$ cat src/rtl/msg_scheduler_if.sv
// Message-word input and schedule-word output bundle of msg_scheduler.
// slave is the scheduler side; master is the producer/consumer side.
interface msg_scheduler_if;
    logic        valid_i;
    logic [31:0] m_i;
    logic        ovr_clr_i;
    logic        w_valid_o;
    logic [31:0] w_o;
    logic [5:0]  t_o;
    logic        last_o;
    logic        busy_o;
    logic        ovr_err_o;

    modport master (
        output valid_i, m_i, ovr_clr_i,
        input  w_valid_o, w_o, t_o, last_o, busy_o, ovr_err_o
    );

    modport slave (
        input  valid_i, m_i, ovr_clr_i,
        output w_valid_o, w_o, t_o, last_o, busy_o, ovr_err_o
    );
endinterface

$ cat src/rtl/msg_scheduler.sv
// SHA-256 message schedule: loads M0..M15 into a 16-word circular window, then expands W16..W63.
// Define MSG_SCHED_OVR_ERR_EN to flag words offered while expanding in a sticky ovr_err_o.
module msg_scheduler (
    input logic          clk,
    input logic          rst,
    msg_scheduler_if.slave bus
);

    typedef enum logic [1:0] {StIdle, StLoad, StExpand} state_e;

    state_e      state_q, state_d;
    logic [5:0]  t_q, t_d;          // index of the next word to accept or generate
    logic [31:0] win_q [16];
    logic        win_we;
    logic [31:0] win_wdata;
    logic        w_valid_q, w_valid_d;
    logic [31:0] w_q, w_d;
    logic [5:0]  t_out_q, t_out_d;
    logic        last_q, last_d;
    logic [31:0] w_new;
    logic [3:0]  idx;

    function automatic logic [31:0] rotr(input logic [31:0] x, input int unsigned n);
        return (x >> n) | (x << (32 - n));
    endfunction

    function automatic logic [31:0] sig0(input logic [31:0] x);
        return rotr(x, 7) ^ rotr(x, 18) ^ (x >> 3);
    endfunction

    function automatic logic [31:0] sig1(input logic [31:0] x);
        return rotr(x, 17) ^ rotr(x, 19) ^ (x >> 10);
    endfunction

    // Slot t mod 16 still holds W[t-16]; it is overwritten by W[t] on the same edge.
    assign idx   = t_q[3:0];
    assign w_new = sig1(win_q[idx - 4'd2]) + win_q[idx - 4'd7]
                 + sig0(win_q[idx + 4'd1]) + win_q[idx];

    always_comb begin
        state_d   = state_q;
        t_d       = t_q;
        win_we    = 1'b0;
        win_wdata = bus.m_i;
        w_valid_d = 1'b0;
        w_d       = w_q;
        t_out_d   = t_out_q;
        last_d    = 1'b0;
        unique case (state_q)
            StIdle, StLoad: begin
                if (bus.valid_i) begin
                    win_we    = 1'b1;
                    win_wdata = bus.m_i;
                    w_valid_d = 1'b1;
                    w_d       = bus.m_i;
                    t_out_d   = t_q;
                    t_d       = t_q + 6'd1;
                    state_d   = (t_q == 6'd15) ? StExpand : StLoad;
                end
            end
            StExpand: begin
                win_we    = 1'b1;
                win_wdata = w_new;
                w_valid_d = 1'b1;
                w_d       = w_new;
                t_out_d   = t_q;
                last_d    = (t_q == 6'd63);
                t_d       = t_q + 6'd1;
                if (t_q == 6'd63) begin
                    state_d = StIdle;
                end
            end
            default: begin
                state_d = StIdle;
                t_d     = '0;
            end
        endcase
    end

    always_ff @(posedge clk or negedge rst) begin
        if (!rst) begin
            state_q <= StIdle;
        end else begin
            state_q <= state_d;
        end
    end

    always_ff @(posedge clk or negedge rst) begin
        if (!rst) begin
            t_q       <= '0;
            w_valid_q <= 1'b0;
            w_q       <= '0;
            t_out_q   <= '0;
            last_q    <= 1'b0;
        end else begin
            t_q       <= t_d;
            w_valid_q <= w_valid_d;
            w_q       <= w_d;
            t_out_q   <= t_out_d;
            last_q    <= last_d;
        end
    end

    always_ff @(posedge clk or negedge rst) begin
        if (!rst) begin
            for (int i = 0; i < 16; i++) begin
                win_q[i] <= '0;
            end
        end else if (win_we) begin
            win_q[idx] <= win_wdata;
        end
    end

    assign bus.w_valid_o = w_valid_q;
    assign bus.w_o       = w_q;
    assign bus.t_o       = t_out_q;
    assign bus.last_o    = last_q;
    assign bus.busy_o    = (state_q == StExpand);

`ifdef MSG_SCHED_OVR_ERR_EN
    logic ovr_q;

    // A word arriving while expanding takes priority over a clear in the same cycle.
    always_ff @(posedge clk or negedge rst) begin
        if (!rst) begin
            ovr_q <= 1'b0;
        end else if (bus.valid_i && (state_q == StExpand)) begin
            ovr_q <= 1'b1;
        end else if (bus.ovr_clr_i) begin
            ovr_q <= 1'b0;
        end
    end

    assign bus.ovr_err_o = ovr_q;
`else
    logic unused_ovr_clr;

    assign unused_ovr_clr = bus.ovr_clr_i;
    assign bus.ovr_err_o  = 1'b0;
`endif

endmodule
$ cat src/flat_wrapper.sv
// flat-port wrapper written by rule: the top's interface ports become plain ports
module msg_scheduler_flat 
  (clk, rst, bus_valid_i, bus_m_i, bus_ovr_clr_i, bus_w_valid_o, bus_w_o, bus_t_o, bus_last_o, bus_busy_o, bus_ovr_err_o);
  msg_scheduler_if bus_i ();
  input logic clk;
  input logic rst;
  input wire logic [$bits(bus_i.valid_i)-1:0] bus_valid_i;
  input wire logic [$bits(bus_i.m_i)-1:0] bus_m_i;
  input wire logic [$bits(bus_i.ovr_clr_i)-1:0] bus_ovr_clr_i;
  output wire logic [$bits(bus_i.w_valid_o)-1:0] bus_w_valid_o;
  output wire logic [$bits(bus_i.w_o)-1:0] bus_w_o;
  output wire logic [$bits(bus_i.t_o)-1:0] bus_t_o;
  output wire logic [$bits(bus_i.last_o)-1:0] bus_last_o;
  output wire logic [$bits(bus_i.busy_o)-1:0] bus_busy_o;
  output wire logic [$bits(bus_i.ovr_err_o)-1:0] bus_ovr_err_o;
  assign bus_i.valid_i = bus_valid_i;
  assign bus_i.m_i = bus_m_i;
  assign bus_i.ovr_clr_i = bus_ovr_clr_i;
  assign bus_w_valid_o = bus_i.w_valid_o;
  assign bus_w_o = bus_i.w_o;
  assign bus_t_o = bus_i.t_o;
  assign bus_last_o = bus_i.last_o;
  assign bus_busy_o = bus_i.busy_o;
  assign bus_ovr_err_o = bus_i.ovr_err_o;
  msg_scheduler u_core (.clk(clk), .rst(rst), .bus(bus_i));
endmodule
$ cat config.mk
export PLATFORM = sky130hd
export DESIGN_NAME = msg_scheduler_flat
export DESIGN_NICKNAME = d
export VERILOG_FILES = /design/src/rtl/msg_scheduler_if.sv /design/src/rtl/msg_scheduler.sv /design/src/flat_wrapper.sv
export SDC_FILE = /design/constraint.sdc
export NUM_CORES = 2
export LEC_CHECK = 0
export CORE_ASPECT_RATIO = 0.75
export CORE_MARGIN = 2
export CORE_UTILIZATION = 40
export CTS_BUF_LIST = sky130_fd_sc_hd__clkbuf_4
export DETAILED_ROUTE_END_ITERATION = 12
export GPL_TIMING_DRIVEN = 0
export PLACE_DENSITY_LB_ADDON = 0.1
export SLEW_MARGIN = 20
export SYNTH_ARGS = -nofsm -noshare
export SYNTH_HDL_FRONTEND = slang
export SYNTH_SLANG_ARGS = --single-unit
$ cat constraint.sdc
create_clock -name clk -period 11.3 [get_ports clk]
set_input_delay 3.39 -clock clk [delete_from_list [all_inputs] [get_ports clk]]
set_output_delay 3.39 -clock clk [all_outputs]
set_load 0.02 [all_outputs]
# After elaboration in Yosys (flattened, before gate mapping)
# Index checks and enable logic that the tools add are counted.
[classes]
addsub = 7
n_eq_ne = 6
magnitude_cmp = 5
bitwise = 12
n_reduce_logical = 6
n_mux = 29
[op_table]
columns = ["operator", "n"]
rows = [
  ["$bmux 32 s4", 4],
  ["$bwmux 512", 1],
  ["$mux 32", 11],
  ["$demux 32 s4", 1],
  ["$add 32x32->32", 3],
  ["$pmux 32 s2", 1],
  ["$xor 32x32->32", 2],
  ["$or 13x32->32", 1],
  ["$or 14x32->32", 1],
  ["$or 15x32->32", 1],
  ["$or 25x32->32", 1],
  ["$xor 32x22->32", 1],
  ["$xor 32x29->32", 1],
  ["$pmux 6 s2", 2],
  ["$ge 5x5->1 const B", 4],
  ["$not 4->5", 4],
  ["$mux 6", 2],
  ["$add 6x1->6 const B", 1],
  ["$eq 6x4->1 const B", 1],
  ["$eq 6x6->1 const B", 1],
  ["$mux 2", 3],
  ["$lt 5x1->1 const B", 1],
  ["$add 4x1->4 const B", 1],
  ["$pmux 2 s2", 1],
  ["13 further kinds", 15],
]
[word_totals]
regBits = 560
wordCells = 87

# Logic depth before layout (Yosys ltp)
[logic_depth]
ltp_word = 13
ltp_mapped = 34

# Least setup slack after synthesis
# OpenSTA, ideal clock, no wires.
[synth_timing]
path_type = "register to register"
from = "register u_core.t_q[0]"
to = "register u_core.win_q[157] (netlist name)"
slack_ns = 2.033
period_less_slack_ns = 9.267
arrival_time_ns = 9.134
setup_ns = 0.133
path_buffers = 13
stages_incl_launch_ff = 35
cell_sequence = "dfrtp_1 > buf_6 > buf_2 > buf_2 > buf_2 > buf_2 > buf_1 > clkbuf_1 > inv_1 > ha_1 > buf_4 > buf_2 > buf_1 > buf_1 > clkbuf_1 > mux4_2 > mux4_2 > xnor2_1 > fa_1 > inv_1 > fa_1 > inv_1 > ha_1 > inv_1 > fa_1 > nor2b_1 > o21a_1 > o21ai_1 > a2111oi_1 > o311ai_1 > a21o_1 > nor2b_1 > nor3_1 > clkbuf_1 > o21ai_0"
[synth_via]
elab_chain_cells = 13
[synth_rtl]
columns = ["item", "line", "source"]
rows = [
  ["start: declaration", "msg_scheduler.sv:12", "logic [5:0] t_q, t_d;"],
  ["start signal: assignment", "msg_scheduler.sv:96", "t_q <= t_d;"],
  ["$sub 4x2->4", "msg_scheduler.sv:37", "assign w_new = sig1(win_q[idx - 4'd2]) + win_q[idx - 4'd7]"],
  ["$not 4->5 (not written as such)", "msg_scheduler.sv:37", ""],
  ["$bmux 32 s4", "msg_scheduler.sv:37", ""],
  ["$mux 32 (not written as such) (2 in a row)", "msg_scheduler.sv:37", ""],
  ["$or 15x32->32 or $or 13x32->32 (tied branches)", "msg_scheduler.sv:24", "return (x >> n) | (x << (32 - n));"],
  ["$xor 32x32->32", "msg_scheduler.sv:32", "return rotr(x, 17) ^ rotr(x, 19) ^ (x >> 10);"],
  ["$xor 32x22->32", "msg_scheduler.sv:32", ""],
  ["$add 32x32->32", "msg_scheduler.sv:37", ""],
  ["$add 32x32->32 (2 in a row)", "msg_scheduler.sv:38", "+ sig0(win_q[idx + 4'd1]) + win_q[idx];"],
  ["$mux 32", "-", ""],
  ["$bwmux 512 (*)", "msg_scheduler.sv:110", "win_q[idx] <= win_wdata;"],
  ["end signal: indexed assignment", "msg_scheduler.sv:110", ""],
  ["end: declaration", "msg_scheduler.sv:13", "logic [31:0] win_q [16];"],
]
# Every way passes the cells marked *; elsewhere a longest branch is shown, timed or not. The select of a mux whose other input is x is not followed.
# A chain may end at the register's enable or synchronous reset.

# Final worst setup path
[layout_timing]
from = "register u_core.t_q[0]"
to = "register u_core.win_q[221] (netlist name)"
# Same word-level chain as after synthesis.

==> metrics.md <==
| Metric | Value |
|---|---|
| Critical Path Start | u_core.t_q[0] |
| H-tree depth | 4 |
| Critical-path cell with the highest stage delay | mux4_2 |
| 1st-pass router iterations | 13 |
| GRT Overall Usage | 38.0% |
| Final slew viol count | 0 |
| Core area | 0.0914 sq mm |
| Crit-path max cell delay | 0.64 ns |
| Slew margin rel. | 15.4% |
| Routed length per placed instance | 37.9 um |
| Global route total overflow | 0 |
| Post-Syn Instances | 3123 |
| Crit path time final | 11.12 ns |
| Deepest clock path buffer count | 3 |
| Worst setup margin | 0.178 ns |
| Clock root buffer | clkbuf_4 |
| Via-per-instance ratio | 6.67 |
| Critical path data required time | 12.29 ns |
| Clock Sinks | 560 |
| Area contributors post-synth | dfrtp_1, mux4_2, o21ai_0 |
| FF+latch count, synth | 560 |
| Kind of critical path | flop to flop |
| Die X | 355 um |
| Final setup fails | 0 |
| CTS Hold Buffers Added | 0 |
| Syn_nets | 3258 |
| DR vias | 31.4k |
| Initial antenna violation count | 6 |
| Launch point of the worst reg-to-reg path | u_core.t_q[0] |
| Ys async rst share | 100% |
| Placed Area | 0.0395 sq mm |
| FF-to-FF End | u_core.win_q[221] |
| Yosys warnings | 0 |
| Mean Syn Cell Area | 11.8 sq um |
| Final Hold Vio Count | 0 |
| Syn Std Cell Area | 0.0369 sq mm |
| Worst setup SP type | flop |
| Final instance area | 0.0417 sq mm |
| Hold Crit Start | u_core.bus.t_o[3] |
| Area grow syn2layout | 13.0% |
| Die Y | 267 um |
| Max cap viols | 0 |
| Most frequent cells in the layout | dfrtp_1, nand2_1, mux4_2, o21ai_0, clkbuf_4 |
| Register area share after synthesis | 38.0% |
| FF-to-FF path depth | 31 |
| Vias in the first global route | 30.1k |
| Max Fclk | 89.9 MHz |
| Clock buffer count from CTS | 154 |
| Ys flop type | dfrtp_1 |
| Final net count | 3498 |
| Uppermost layer routed | met5 |
| Die ar. | 0.0946 sq mm |
| Synth cell types | 56 |
| Fin crit share | 98.4% |
| Dominant cell type by area after synthesis | dfrtp_1 |
| Dpl hpwl | 139000 um |
| RSZ-0062 raised after global routing | no |
| Worst-margin pin slew | 1.27 ns |
| Status | finished with violations |
| Hold WC Path Type | flop to flop |
| Routed Antenna Nets | 0 |
| First-pass GRT wire length | 245000 um |
| Most common cell after layout, fill and taps aside | dfrtp_1 |
| Largest net degree at the start of global routing | 99 |
| Crit-path leading delay family | buffers and inverters |
| Clk pin slew, worst setup/hold paths | 0.06 ns |
| Worst setup EP type | flop |
| Post-synth top area share | 38.0% |
| Crit-path max FO | 19 |
| Arrival time at the worst endpoint | 12.11 ns |
| Met3 WL post-DR | 33400 um |
| Clk Latency, worst-skew pair | 1.23 ns |
| DRT met1 WL | 69400 um |
| IO Port Bufs | 75 |
| DRC viols | 3 |
| Final Skew | 0.135 ns |
| Hold path depth | 2 |
| Hold endpoint | u_core.bus.t_o[3] |
| Pre-CTS setup slack | -4.37 ns |
| Iteration-0 DRC count of the detailed router | 5122 |
| RePlAce Congestion | 1.04 |
| Initial core utilization | 40.3% |
| Ports | 78 |
| Cell Rows | 96 |
| CTS tree | yes |
| R2r setup slk | 0.18 ns |
| Failing checks | DRC |
| Share of layout cells above drive strength 1 | 25.4% |
| EDFF count, synth | 0 |
| Layout fillers | 8532 |
| Drt total wl | 178000 um |
| Met2 Wirelength | 69300 um |
| CP Buf/Inv Count | 14 |
[logic make-up after synthesis]
kind of cell | count (synthesis) | synth area share [%]
buf+inv | 393 | 4.16
xor+xnor | 143 | 3.46
compound gates | 677 | 9.80
simple gates | 703 | 7.66
mux | 547 | 32.3
other cells | 1 | 0.0102
fa+ha+maj | 99 | 4.62
flops | 560 | 38.0
[synth_stat cells, drive strengths merged (3+ instances only)]
library cell  instances
o21bai                9
nor2b                 8
ha                   37
o211ai                6
o21a                  5
nand4                 5
dfrtp               560
and2                 24
nand2b                6
a21boi                3
or3                   4
a21o                 18
o311ai                3
clkbuf              195
xnor2               120
o21ai               508
nand3                16
nor3                 15
inv                 111
mux2i                35
nor2                 86
and3                  4
a21oi               104
xor2                 23
mux4                511
fa                   62
a31oi                 8
nand2               530
buf                  87
[per-layer routing]
| metal | up-vias | global-route usage [%] |
|---|---|---|
| li1 | 12100 | - |
| met5 | - | 1.13 |
| met2 | 2558 | 48.8 |
| met3 | 377 | 25.2 |
| met1 | 16300 | 50.9 |
| met4 | 14 | 12.3 |
[final cells by class]
cell class                 count  area, sq um  share of cell area, %
multi-input combinational   2170        21500                   51.6
tap                         1225         1530                   3.68
antenna                       11         27.5                 0.0661
clock inverter                44          272                  0.652
clock buffer                 224         1680                   4.04
buffer                       279         1210                   2.91
timing repair buffer          87         1010                   2.42
inverter                     111          417                   1.00
sequential                   560        14000                   33.6
[registers in the layout, summed over array words and instances, names as in the netlist]
signal and count:
u_core.t_q 6, u_core.bus.t_o 6, u_core.state_q 2, u_core.bus.w_valid_o 1, u_core.bus.last_o 1, u_core.bus.w_o 32, u_core.win_q 512
[stage by stage]
step                instances  hold slack (ns)  util, %  setup TNS (ns)
global route             4706            0.504     45.6               0
floorplan                3123            0.471        -               0
global placement         4423            0.454     42.8               -
CTS                      4697            0.474     45.5               0
finish                   4711            0.465     45.6               0
detailed placement       4431            0.460     43.2        -1658.39
[worst max path at each step]
stage	cells past startpoint	endpoint	slack, ns
2_1_floorplan	34	u_core.win_q[157]	2.03
3_3_place_gp	1	u_core.win_q[331]	-18.31
3_5_place_dp	34	u_core.win_q[219]	-4.37
4_1_cts	30	u_core.win_q[112]	0.05
5_1_grt	31	u_core.win_q[157]	0.03
6_report	31	u_core.win_q[221]	0.18
[worst min-delay path, delay by kind of cell, from the launching register on]
kind	cells	cell delay, ns
DFF	1	0.34
and+or+nand+nor	2	0.10
[repair_timing]
action                                  in CTS  in global routing
cloned                                       0                  0
gates resized for setup                     41                 12
endpoints found under the setup margin     537                199
setup buffers                                0                  3
hold endpoints to repair                     0                  0
pin swaps                                    0                  2
Power is not shown: default switching activity piles up to over one toggle a cycle in this logic, so the estimate is an artifact.
